File: src/rtl/crc_pkg.sv
// ============================================================================
// crc_pkg: FSM states, CRC-8 default constants and the LFSR step function.
// Revision 1.0 - initial release
// ============================================================================
`default_nettype none

package crc_pkg;

  typedef enum logic [1:0] {
    IDLE      = 2'd0,
    ABSORB    = 2'd1,
    SHIFT_OUT = 2'd2
  } crc_state_e;

  localparam logic [7:0] CRC8_POLY = 8'h44;
  localparam logic [7:0] CRC8_SEED = 8'hD8;

  // One message bit into a w-bit Galois LFSR held in the low bits of a 32-bit word.
  function automatic logic [31:0] lfsr_step(input logic [31:0] r,
                                            input logic        data,
                                            input logic [31:0] poly,
                                            input int unsigned w = 8);
    logic        fb;
    logic [31:0] top_bit;
    logic [31:0] lo_mask;
    logic [31:0] nxt;
    fb      = data ^ r[0];
    top_bit = 32'h1 << (w - 1);
    lo_mask = top_bit - 32'h1;
    nxt     = (r & (lo_mask | top_bit)) >> 1;
    if (fb) begin
      nxt = nxt ^ (poly & lo_mask) ^ top_bit;
    end
    return nxt;
  endfunction

endpackage

`default_nettype wire

File: src/rtl/crc_lfsr_core.sv
// ============================================================================
// crc_lfsr_core: CRC LFSR register with seed load, message step and output shift.
// Revision 1.0 - initial release
// ============================================================================
`default_nettype none

module crc_lfsr_core
  import crc_pkg::*;
#(
  parameter int               CRC_W     = 8,
  parameter logic [CRC_W-1:0] POLY      = CRC_W'(CRC8_POLY),
  parameter logic [CRC_W-1:0] SEED      = CRC_W'(CRC8_SEED),
  parameter bit               MSB_FIRST = 1'b0
) (
  input  logic             clk_i,
  input  logic             rst_i,
  input  logic             load_i,
  input  logic             step_i,
  input  logic             data_i,
  input  logic             shift_i,
  output logic [CRC_W-1:0] lfsr_o,
  output logic             out_bit_o
);

  logic [CRC_W-1:0] lfsr_q;
  logic [CRC_W-1:0] lfsr_d;
  logic [CRC_W-1:0] shifted;

  if (MSB_FIRST) begin : g_msb_first
    assign shifted   = {lfsr_q[CRC_W-2:0], 1'b0};
    assign out_bit_o = lfsr_q[CRC_W-1];
  end else begin : g_lsb_first
    assign shifted   = {1'b0, lfsr_q[CRC_W-1:1]};
    assign out_bit_o = lfsr_q[0];
  end

  always_comb begin
    lfsr_d = lfsr_q;
    if (load_i) begin
      lfsr_d = SEED;
    end else if (step_i) begin
      lfsr_d = CRC_W'(lfsr_step(32'(lfsr_q), data_i, 32'(POLY), CRC_W));
    end else if (shift_i) begin
      lfsr_d = shifted;
    end
  end

  always_ff @(posedge clk_i) begin
    if (rst_i) begin
      lfsr_q <= SEED;
    end else begin
      lfsr_q <= lfsr_d;
    end
  end

  assign lfsr_o = lfsr_q;

endmodule

`default_nettype wire

File: src/rtl/crc_serial_param.sv
// ============================================================================
// crc_serial_param: serial CRC engine; absorbs bits while ACTIVE, then shifts the CRC out.
// Optional parallel result via macro CRC_PAR_OUT_EN. Revision 1.0 - initial release
// ============================================================================
`default_nettype none

module crc_serial_param
  import crc_pkg::*;
#(
  parameter int               CRC_W     = 8,
  parameter logic [CRC_W-1:0] POLY      = CRC_W'(CRC8_POLY),
  parameter logic [CRC_W-1:0] SEED      = CRC_W'(CRC8_SEED),
  parameter bit               MSB_FIRST = 1'b0,
  parameter int               CNT_W     = 16
) (
  input  logic             CLK,
  input  logic             RST,
  input  logic             ACTIVE,
  input  logic             DATA,
  output logic             CRC,
  output logic             Valid,
  output logic             Busy,
  output logic [CNT_W-1:0] BIT_CNT
`ifdef CRC_PAR_OUT_EN
  ,
  output logic [CRC_W-1:0] CRC_PAR,
  output logic             CRC_PAR_VLD
`endif
);

  localparam int OCNT_W = $clog2(CRC_W);

  crc_state_e        state_q, state_d;
  logic [CNT_W-1:0]  cnt_q, cnt_d;
  logic [OCNT_W-1:0] ocnt_q, ocnt_d;
  logic              crc_q, crc_d;
  logic              valid_q, valid_d;
  logic              busy_q, busy_d;
  logic              load, step, shift, cap;
  logic [CRC_W-1:0]  lfsr;
  logic              out_bit;

  crc_lfsr_core #(
    .CRC_W     (CRC_W),
    .POLY      (POLY),
    .SEED      (SEED),
    .MSB_FIRST (MSB_FIRST)
  ) u_core (
    .clk_i     (CLK),
    .rst_i     (RST),
    .load_i    (load),
    .step_i    (step),
    .data_i    (DATA),
    .shift_i   (shift),
    .lfsr_o    (lfsr),
    .out_bit_o (out_bit)
  );

  always_comb begin
    state_d = state_q;
    cnt_d   = cnt_q;
    ocnt_d  = ocnt_q;
    crc_d   = crc_q;
    valid_d = valid_q;
    busy_d  = busy_q;
    load    = 1'b0;
    step    = 1'b0;
    shift   = 1'b0;
    cap     = 1'b0;
    case (state_q)
      IDLE: begin
        if (ACTIVE) begin
          step    = 1'b1;
          cnt_d   = CNT_W'(1);
          state_d = ABSORB;
        end
      end
      ABSORB: begin
        if (ACTIVE) begin
          step = 1'b1;
          if (cnt_q != '1) begin
            cnt_d = cnt_q + CNT_W'(1);
          end
        end else begin
          // First CRC bit is presented on the same edge the frame closes.
          state_d = SHIFT_OUT;
          ocnt_d  = '0;
          crc_d   = out_bit;
          valid_d = 1'b1;
          busy_d  = 1'b1;
          shift   = 1'b1;
          cap     = 1'b1;
        end
      end
      SHIFT_OUT: begin
        if (ocnt_q == OCNT_W'(CRC_W - 1)) begin
          state_d = IDLE;
          crc_d   = 1'b0;
          valid_d = 1'b0;
          busy_d  = 1'b0;
          load    = 1'b1;
        end else begin
          ocnt_d = ocnt_q + OCNT_W'(1);
          crc_d  = out_bit;
          shift  = 1'b1;
        end
      end
      default: begin
        state_d = IDLE;
        crc_d   = 1'b0;
        valid_d = 1'b0;
        busy_d  = 1'b0;
        load    = 1'b1;
      end
    endcase
  end

  always_ff @(posedge CLK) begin
    if (RST) begin
      state_q <= IDLE;
      cnt_q   <= '0;
      ocnt_q  <= '0;
      crc_q   <= 1'b0;
      valid_q <= 1'b0;
      busy_q  <= 1'b0;
    end else begin
      state_q <= state_d;
      cnt_q   <= cnt_d;
      ocnt_q  <= ocnt_d;
      crc_q   <= crc_d;
      valid_q <= valid_d;
      busy_q  <= busy_d;
    end
  end

  assign CRC     = crc_q;
  assign Valid   = valid_q;
  assign Busy    = busy_q;
  assign BIT_CNT = cnt_q;

`ifdef CRC_PAR_OUT_EN
  logic [CRC_W-1:0] par_q;
  logic             par_vld_q;

  always_ff @(posedge CLK) begin
    if (RST) begin
      par_q     <= '0;
      par_vld_q <= 1'b0;
    end else begin
      par_vld_q <= cap;
      if (cap) begin
        par_q <= lfsr;
      end
    end
  end

  assign CRC_PAR     = par_q;
  assign CRC_PAR_VLD = par_vld_q;
`else
  logic unused_par;
  assign unused_par = ^{lfsr, cap};
`endif

endmodule

`default_nettype wire

File: config.mk
export PLATFORM = sky130hd
export DESIGN_NAME = crc_serial_param
export DESIGN_NICKNAME = d
export VERILOG_FILES = /design/src/rtl/crc_pkg.sv /design/src/rtl/crc_lfsr_core.sv /design/src/rtl/crc_serial_param.sv
export SDC_FILE = /design/constraint.sdc
export NUM_CORES = 1
export LEC_CHECK = 0
export CORE_ASPECT_RATIO = 0.8
export CORE_UTILIZATION = 40
export DETAILED_ROUTE_END_ITERATION = 12
export SLEW_MARGIN = 20
export SYNTH_ARGS = -nofsm -noshare
export SYNTH_HDL_FRONTEND = slang
export SYNTH_SLANG_ARGS = --single-unit
File: constraint.sdc
create_clock -name CLK -period 2.7 [get_ports CLK]
set_input_delay 0.405 -clock CLK [delete_from_list [all_inputs] [get_ports CLK]]
set_output_delay 0.405 -clock CLK [all_outputs]
set_load 0.005 [all_outputs]
; Word-level counts from Yosys, hierarchy flattened
; Index checks and enable logic that the tools add are counted.
[word_totals]
ff_bits = 31
wordCells = 59
[classes]
addsub = 2
n_eq_ne = 10
n_mux = 27
bitwise = 3
reduce_logical = 11
[op_table]
columns = op, n
row1 = two-way mux 16 bit, 3
row2 = one-hot mux 16 bit (2 select lines), 1
row3 = two-way mux 8 bit, 3
row4 = adder 16 x 1 -> 16 bit (second input constant), 1
row5 = != test 16 bit (second input constant), 1
row6 = != test 2 bit (second input constant), 6
row7 = two-way mux 1 bit, 9
row8 = AND reduction 3 bit, 3
row9 = two-way mux 2 bit, 3
row10 = two-way mux 3 bit, 2
row11 = one-hot mux 1 bit (3 select lines), 2
row12 = one-hot mux 2 bit (3 select lines), 1
row13 = one-hot mux 3 bit (2 select lines), 1
row14 = nonzero test 2 bit, 3
row15 = one-hot mux 1 bit (2 select lines), 2
row16 = AND reduction 4 bit, 1
row17 = OR reduction 2 bit, 2
row18 = adder 3 x 1 -> 3 bit (second input constant), 1
row19 = equality test 3 bit (second input constant), 1
row20 = equality test 2 x 1 -> 1 bit (second input constant), 1
row21 = equality test 2 bit (second input constant), 1
row22 = zero test 2 bit, 1
row23 = NOT 2 bit, 1
row24 = AND reduction 2 bit, 1
row25 = 2 further kinds, 2

; Logic depth before layout (Yosys ltp)
; Gate-level depths: netlist of the first run.
[logic_depth]
word_depth = 5
mapped_depth = 9
depth_no_buf = 7

; Cells and area by module
; Synthesis of the first run repeated with hierarchy kept, for this count alone.
[unflattened]
hier_cells = 211
hier_area_um2 = 1784.2
[modules_own_cells]
columns = mod, n_inst, cells_per_inst, area_per_inst_um2, seq_area_each_um2
row1 = crc_serial_param, 1, 175, 1446.4, 460.4
row2 = crc_lfsr_core, 1, 36, 337.8, 160.2

; Worst setup path before layout of the first run
; No wires, ideal clock.
[synth_timing]
kind = register to register
from = register cnt_q[0], in the netlist BIT_CNT[0]
to = register cnt_q[11], in the netlist BIT_CNT[11]
setup_ps = 74
arrival_time_ps = 1990
t_required_ps = 2626
slack_ps = 635
path_stages_with_launch = 9
synth_period_minus_slack_ps = 2065
path_cell_list = dfxtp_1 -> ha_1 -> and4_4 -> buf_6 -> and3_4 -> buf_6 -> a31o_4 -> or4_1 -> a31oi_1
[synth_between]
elab_chain_cells = 4
word_cells_on_any_way = 7
classes_between = add/sub (1) / eq/ne (2) / mux (3) / reduce/logical (1)
[synth_lines]
columns = element, line_no
row1 = start: declaration, crc_serial_param.sv:34  ; logic [CNT_W-1:0] cnt_q, cnt_d;
row2 = start signal: assignment, crc_serial_param.sv:128  ; cnt_q <= cnt_d;
row3 = adder 16 x 1 -> 16 bit, crc_serial_param.sv:82  ; cnt_d = cnt_q + CNT_W'(1);
row4 = two-way mux 16 bit, crc_serial_param.sv:81  ; if (cnt_q != '1) begin
row5 = two-way mux 16 bit, crc_serial_param.sv:79  ; if (ACTIVE) begin
row6 = one-hot mux 16 bit (2 select lines), crc_serial_param.sv:70  ; case (state_q)
; Parallel ways exist; a longest one is shown, timed or not. The select of a mux whose other input is x is not followed.
; A chain may end at the register's enable or synchronous reset.

; Final worst setup path of the first run
; Ends and elaborated chain as after synthesis.

==> reports/qor.yml, run 1 <==
outcome:
  status: "complete, no violations"
worst_setup_path:
  crit_type: "reg2reg"
  crit_path_max_incr_delay_ns: 0.48
  path_buf_inv: 0
  end_kind: "flop"
  crit_family: "simple AND/OR/NAND/NOR gates"
  critPathLaunchType: "flop"
  critPathArrivalTime_ns: 2.30
  crit_fanout: 15
  slowest_stage: "or4_1"
  crit_chain: "ha_1, and4_4, and3_4, a31o_4, or4_1, a31oi_1"
  required_ns: 2.91
grt:
  grt_pass1_vias: 1420
  track_usage_pct: 20.0
  grt_max_degree: 25
  grt_pass1_wl_um: 6650
  antenna_found_initial: 0
  grt_overflow: 0
clock_network:
  cts_resized: 0
  cts_root_buf: "clkbuf_8"
  clk_pin_slew_ns: 0.07
  cts.sinks: 31
  htreeDepth: 2
  ctsHoldBuffers: 0
  cts_tree: "built"
  cts_buffer_depth: 2
  post_cts_buffers: 0
  cts_made_buffers: 5
  clock_latency_ns: 0.28
logic_synthesis:
  netlist_area_sq_um: 1670
  synth_edf_count: 0
  netlist_instances: 205
  synth_warnings: 0
  async_flop_share_pct: 0
  synth_seq_cells: 31
  synth_nets: 216
  avgSynthCellArea_sq_um: 8.14
  ys_seq_area_share_pct: 37.2
  synth-main-ff-cell: "dfxtp_1"
  synth_cell_type_count: 39
pwr:
  power_uw: 1320
  power.density_nw_per_um2: 649
  clock_power_share_pct: 35.4
  ir_drop_mv: 0.314
  pwr-share-comb_pct: 24.9
  p_leak_uw: 0.000699
  seqPwrFrac_pct: 39.7
  swShare_pct: 30.0
  switching_power_uw: 396
  intPower_uw: 924
timing:
  maxSlewViolCount: 0
  rsz0062_at_grt: "false"
  tns_ns: 0
  hold_viol_final: 0
  finalCritPeriodShare_pct: 77.5
  maxSlewHeadroom_pct: 52.2
  setup_viol: 0
  worst_pin_slew_ns: 0.711
  period_minus_slack_ns: 2.09
  max_freq_mhz: 478
  finalClockSkew_ns: 0.00652
cells_and_area:
  finalCoreUtilization_pct: 52.1
  antenna_cells: 0
  drive_above_1_share_pct: 6.64
  fillers: 381
  layout.nets: 236
  ff_latch_area_sq_um: 621
  multi_input_area_sq_um: 963
  syn2layout_area_growth_pct: 21.8
drt:
  wl_um: 3900
  antenna_left: 0
  drc: 0
  drt_iter0_drc: 93
  viasPerCell: 5.64
  dr.pass1.iters: 4
  num_vias: 1585
  wl_per_cell_um: 13.9
floorplan:
  initial_core_util_pct: 42.7
  fp-row-count: 20
  die_area_sq_um: 4430
  die_h_um: 59.8
  io_pins: 23
  core_area_sq_um: 3900
  die_x_um: 74.2
flow_run:
  drv_cap: 0
placement:
  place_congestion: 0.864
  port_buffers: 22
  hpwlAfterDp_um: 2860
worst_hold_path:
  min_path_type: "reg2reg"
==> cell type report <==
type	instances	share of cell area, %
multi-input combinational	157	47.4
tap	55	3.39
clock buffer	6	4.06
inverter	5	0.924
clock inverter	2	1.72
sequential	31	30.5
timing repair buffer	25	11.9
==> power groups by stage <==
stage               Clock, uW  Combinational, uW  Sequential, uW
detailed placement          0                328             534
finish                    467                328             524
CTS                       478                330             524
floorplan                   0                242             528
global placement            0                322             531
global route              501                370             530
==> logic make-up (layout without fill, tap and decap cells) <==
kind of cell / after synthesis / count (layout) / share of synthesized area (%)
multiplexers: 8 / 8 / 4.88
flip-flops: 31 / 31 / 37.2
adder cells (fa/ha/maj): 7 / 7 / 5.25
AND/OR/NAND/NOR: 89 / 89 / 27.5
AO/OA/AOI/OAI: 50 / 50 / 18.6
buffers and inverters: 17 / 38 / 5.03
XOR/XNOR: 3 / 3 / 1.58
==> routing by layer <==
metal  up-vias  share of wire [%]  GRT usage (%)
met2        40                 46           30.8
met1       756                 49           27.5
met5         -                  0              0
li1        787                  -              -
met3         2                4.7           4.55
met4         0               0.36           6.87
==> final timing paths <==
path	end	slack, ns	from	cells past startpoint
setup / recovery	BIT_CNT[11]	0.61	BIT_CNT[0]	6
hold reg to reg	ocnt_q[1]	0.46	ocnt_q[1]	2
setup reg to reg	BIT_CNT[11]	0.61	BIT_CNT[0]	6
hold / removal	ocnt_q[1]	0.46	ocnt_q[1]	2
==> worst register-to-register path, delay by kind of cell, from the launching register on <==
kind            cells  cell delay [ns]
simple gates        3             0.93
compound gates      2             0.47
fa+ha+maj           1             0.26
flops               1             0.37
==> per-stage QoR <==
stage                     worst slack, ns  hold slack [ns]  instance area (sq um)  instances
after global placement              0.600            0.446                   1910        273
after CTS                           0.607            0.464                   2030        281
after global routing                0.341            0.494                   2030        281
final                               0.606            0.459                   2030        281
after detailed placement            0.525            0.455                   1910        273
after floorplan                     0.635            0.436                   1670        205
==> synthesized netlist by cell type (all sizes together), types with 3 or more instances <==
cell    count  area, sq um
a211oi      3         22.5
a21oi      15         75.1
a31oi       6         37.5
and2        3         18.8
and3        3         23.8
and4        5         46.3
buf         5         38.8
clkbuf      7         26.3
dfxtp      31          621
ha          7         87.6
inv         5         18.8
mux2i       7         70.1
nand2      24         90.1
nand3       8         40.0
nand4       7         43.8
nor2       21         78.8
nor3        5         25.0
nor4        3         18.8
o21ai      14         70.1
or4         5         37.5
xnor2       3         26.3
==> registers in the layout, summed over array words and instances, names as in the netlist <==
signal / count
CRC: 1
BIT_CNT: 16
ocnt_q: 3
state_q: 2
Busy: 1
u_core.lfsr_o: 8
==> placed cells by master, fill, tap and decap left out, types with 2 or more instances in the layout <==
cell and n:
and4_1 4, or4_1 5, nor3_1 5, nor2_1 21, clkbuf_8 6, nand4_1 7
a21oi_1 15, nand3_1 8, and3_1 2, o21ai_0 13, a31oi_1 6, a22oi_1 2
buf_4 3, and2_1 3, o21a_1 2, clkdlybuf4s50_1 22, dfxtp_1 31, o31a_1 2
nor2b_1 2, ha_1 7, nor4_1 3, inv_1 5, o211ai_1 2, xnor2_1 3
a211oi_1 3, nand3b_1 2, mux2i_1 7, nand2_1 24
(Power assumes the default switching activity.)
==> run 2: changes to the inputs <==
clock period = 2.2 ns   (was 2.7 ns; I/O delays follow)
==> run 2 against run 1 <==
Highest routed layer unchanged. Die area did not move. Sequential share of layout area fell by 0.66 points. Global-route usage rose by 0.73 points. Sequential power rose by 23%. Via count rose by 2.1%. Utilization rose by 1.2 points. Clock-buffer cell count did not move. First-iteration DRC count fell by 29%. Largest power group unchanged. Combinational power rose by 35%. Maximum frequency rose by 2.5%. Total power rose by 27%.
==> reports/qor.yml, run 2 (synthesized netlist as in run 1, its figures left out) <==
outcome:
  status: "complete, no violations"
pwr:
  clock_power_share_pct: 34.9
  intPower_uw: 1160
  power_uw: 1670
  swShare_pct: 30.4
  switching_power_uw: 508
  p_leak_uw: 0.000730
  pwr-share-comb_pct: 26.6
  ir_drop_mv: 0.392
  seqPwrFrac_pct: 38.5
  power.density_nw_per_um2: 804
worst_setup_path:
  critPathArrivalTime_ns: 2.26
  crit_fanout: 15
  slowest_stage: "or4_1"
  end_kind: "flop"
  crit_family: "simple AND/OR/NAND/NOR gates"
  critPathLaunchType: "flop"
  r2r-start: "BIT_CNT[0]"
  required_ns: 2.41
  crit_type: "reg2reg"
  crit_path_max_incr_delay_ns: 0.47
  crit_chain: "ha_1, and4_4, and3_4, a31o_4, or4_1, a31oi_1"
  path_buf_inv: 0
  worstSetupStartpoint: "BIT_CNT[0]"
timing:
  fin_ws_ns: 0.157
  maxSlewHeadroom_pct: 75.0
  finalCritPeriodShare_pct: 92.9
  tns_ns: 0
  finalClockSkew_ns: 0.00851
  max_freq_mhz: 489
  rsz0062_at_grt: "false"
  period_minus_slack_ns: 2.04
  setup_viol: 0
  worst_pin_slew_ns: 0.366
  maxSlewViolCount: 0
  hold_viol_final: 0
cells_and_area:
  antenna_cells: 0
  syn2layout_area_growth_pct: 24.5
  final_cell_mix: "dfxtp_1, nand2_1, clkdlybuf4s50_1"
  stdcell_count: 287
  layout.nets: 242
  final_area_sq_um: 2080
  largest_reg_flops: 16
  drive_above_1_share_pct: 9.05
  final_common_cell: "dfxtp_1"
grt:
  antenna_found_initial: 0
  track_usage_pct: 20.7
  grt_pass1_vias: 1488
  grt_max_degree: 24
  grt_pass1_wl_um: 6870
  grt_overflow: 0
floorplan:
  fp-row-count: 20
  core_area_sq_um: 3900
  die_area_sq_um: 4430
  initial_core_util_pct: 42.7
  io_pins: 23
  die_h_um: 59.8
  die_x_um: 74.2
placement:
  dpl.cell_count: 279
  hpwlAfterDp_um: 2940
  place_congestion: 0.793
  port_buffers: 22
  place_area_sq_um: 1960
  pre_cts_ws_ns: 0.159
clock_network:
  cts_made_buffers: 5
  clk_pin_slew_ns: 0.07
  cts_resized: 0
  cts_buffer_depth: 2
  cts_root_buf: "clkbuf_8"
  post_cts_buffers: 0
  clock_latency_ns: 0.29
  cts.sinks: 31
  ctsHoldBuffers: 0
  cts_tree: "built"
  htreeDepth: 2
drt:
  drc: 0
  drt_iter0_drc: 66
  dr.pass1.iters: 4
  antenna_left: 0
  viasPerCell: 5.64
  wl_um: 4050
  num_vias: 1618
  wl_per_cell_um: 14.1
worst_hold_path:
  min_path_type: "reg2reg"
  hold_start: "ocnt_q[1]"
flow_run:
  drv_cap: 0
## run 2: cell count changes in the layout (fill, tap and decap cells not counted), sizes merged
cell  delta
buf      +6
## run 2: per-stage QoR
step | hold slack [ns] | util, %
after detailed placement | 0.452 | 50.2
final | 0.463 | 53.2
after global routing | 0.484 | 53.2
after floorplan | 0.402 | -
after CTS | 0.466 | 53.2
after global placement | 0.444 | 50.2
## run 2: path summary, 6_finish.rpt
| check | endpoint | slack, ns | cells past startpoint |
|---|---|---|---|
| max | BIT_CNT[11] | 0.16 | 6 |
| min | ocnt_q[1] | 0.46 | 2 |
| max reg2reg | BIT_CNT[11] | 0.16 | 6 |
| min reg2reg | ocnt_q[1] | 0.46 | 2 |
## run 2: area by class of cell
type | instances | area (sq um)
fill | 387 | 1830
sequential | 31 | 621
tap | 55 | 68.8
clock inverter | 2 | 35.0
clock buffer | 6 | 82.6
multi-input combinational | 157 | 963
timing repair buffer | 31 | 288
inverter | 5 | 18.8
## run 2: power groups by stage
stage,Sequential (uW),Combinational (uW),Clock (uW)
floorplan,648,296,0
detailed placement,655,440,0
global placement,652,430,0
global route,650,494,624
CTS,643,443,599
finish,643,444,583
## run 2: tightest hold or removal path, stage by stage, from the launching register on
cell     delay, ns
dfxtp_1       0.31
nand2_1       0.05
a21oi_1       0.05
## run 2: layer usage
metal	up-vias	routed length, um	track usage (%)
li1	803	-	-
met1	761	1960	28.9
met2	49	1820	31.6
met3	5	231	4.55
met4	0	36	7.14
met5	-	0	0
==> run 3: changes to the inputs <==
CORE_UTILIZATION = 54   (was 40)
PLACE_DENSITY = 0.79   (was not set)
==> run 3 against run 2 <==
Sequential share of layout area increased by 0.16 points. Clock skew barely moved. Total power up 0.20%. Sequential cell count stayed put. Clock-buffer cell count did not move. Critical path depth is the same. Wire length grew 3.7%. Register-to-register slack worse by 0.02 ns. Setup slack got worse by 0.017 ns. First-iteration DRC count grew to 3.2 times the previous value. Die area fell by 25%. Final area fell by 0.54%. Critical endpoint unchanged. Largest cell class unchanged. Largest power group unchanged.
==> reports/qor.yml, run 3 (synthesized netlist as in run 1, its figures left out) <==
grt:
  grt_max_degree: 16
  antenna_found_initial: 0
  grt_pass1_wl_um: 6560
  grt_pass1_vias: 1434
  track_usage_pct: 26.6
  grt_overflow: 0
timing:
  finalCritPeriodShare_pct: 93.6
  hold_viol_final: 0
  maxSlewHeadroom_pct: 57.7
  period_minus_slack_ns: 2.06
  worst_pin_slew_ns: 0.630
  finalClockSkew_ns: 0.00868
  maxSlewViolCount: 0
  tns_ns: 0
  setup_viol: 0
  max_freq_mhz: 485
  rsz0062_at_grt: "false"
cells_and_area:
  largest_reg_flops: 16
  layout.nets: 243
  antenna_cells: 0
  drive_above_1_share_pct: 9.87
  ff_latch_area_sq_um: 621
  syn2layout_area_growth_pct: 23.9
  final_cell_mix: "dfxtp_1, nand2_1, clkdlybuf4s50_1"
  final_common_cell: "dfxtp_1"
  multi_input_area_sq_um: 966
  fillers: 222
pwr:
  ir_drop_mv: 0.591
  p_leak_uw: 0.000732
  power_uw: 1670
  power.density_nw_per_um2: 810
flow_run:
  drv_cap: 0
drt:
  dr.pass1.iters: 4
  wl_um: 4200
  drc: 0
  antenna_left: 0
  viasPerCell: 6.15
  num_vias: 1668
  drt_iter0_drc: 210
  wl_per_cell_um: 15.5
worst_setup_path:
  rrSetupSlack_ns: 0.14
  critPathArrivalTime_ns: 2.27
  end_kind: "flop"
  critPathLaunchType: "flop"
  crit_fanout: 15
  required_ns: 2.41
  crit_type: "reg2reg"
clock_network:
  cts_buffer_depth: 2
  clock_latency_ns: 0.29
  cts_made_buffers: 5
  cts_tree: "built"
  cts.sinks: 31
  clk_pin_slew_ns: 0.07
  ctsHoldBuffers: 0
  cts_root_buf: "clkbuf_8"
  htreeDepth: 2
worst_hold_path:
  min_path_type: "reg2reg"
floorplan:
  fp-row-count: 17
  die_h_um: 51.7
  core_area_sq_um: 2850
  die_x_um: 64.1
  io_pins: 23
  die_area_sq_um: 3320
  initial_core_util_pct: 58.5
placement:
  place_congestion: 0.918
  hpwlAfterDp_um: 2910
  port_buffers: 22
outcome:
  status: "complete, no violations"
## run 3: cell count changes in the layout (fill, tap and decap cells not counted), sizes merged
cell / previous run / this run
buf: 9 / 10
## run 3: metal layers
layer / GRT usage [%] / vias up / share of wire [%]
li1: - / 806 / -
met1: 32.6 / 794 / 47
met2: 44.3 / 56 / 45
met3: 6.36 / 12 / 5.6
met4: 13.0 / 0 / 2.1
met5: 0 / - / 0
## run 3: path summary, 6_finish.rpt
kind,endpoint,start,depth (start not counted)
worst min register to register,ocnt_q[1],ocnt_q[1],2
worst min-delay path,ocnt_q[1],ocnt_q[1],2
worst max-delay path,BIT_CNT[11],BIT_CNT[0],6
worst max register to register,BIT_CNT[11],BIT_CNT[0],6
## run 3: power breakdown
part | switching (uW) | leakage [uW] | internal (uW) | total (uW)
combinational | 265 | 0.000419 | 183 | 448
clock | 214 | 0.0000612 | 366 | 580
sequential | 35.1 | 0.000252 | 610 | 645
total | 515 | 0.000732 | 1160 | 1670
## run 3: critical path, cell delays in order, from the launching register on
cell	delay (ns)
dfxtp_1	0.37
ha_2	0.23
and4_4	0.22
and3_4	0.21
a31o_4	0.29
or4_1	0.47
a31oi_1	0.18
## run 3: area by class of cell
| class | count | area share, % |
|---|---|---|
| timing repair buffer | 32 | 14.3 |
| sequential | 31 | 30.0 |
| inverter | 5 | 0.909 |
| multi-input combinational | 157 | 46.8 |
| clock buffer | 6 | 4.00 |
| tap | 38 | 2.30 |
| clock inverter | 2 | 1.70 |
## run 3: through the flow
stage / hold slack [ns] / cell area [sq um] / util (%) / std cells / worst slack (ns)
after global routing: 0.496 / 2070 / 72.5 / 271 / 0.0512
final: 0.476 / 2070 / 72.5 / 271 / 0.140
after CTS: 0.475 / 2060 / 72.4 / 271 / 0.113
after detailed placement: 0.466 / 1950 / 68.3 / 263 / 0.156
after global placement: 0.445 / 1950 / 68.3 / 263 / 0.213
after floorplan: 0.402 / 1670 / - / 205 / 0.135
## run 3: what timing repair did
action	4_1_cts	5_1_grt
resized for setup	0	1
setup endpoints to repair	0	1
buffers inserted	0	0
hold endpoints to repair	0	0
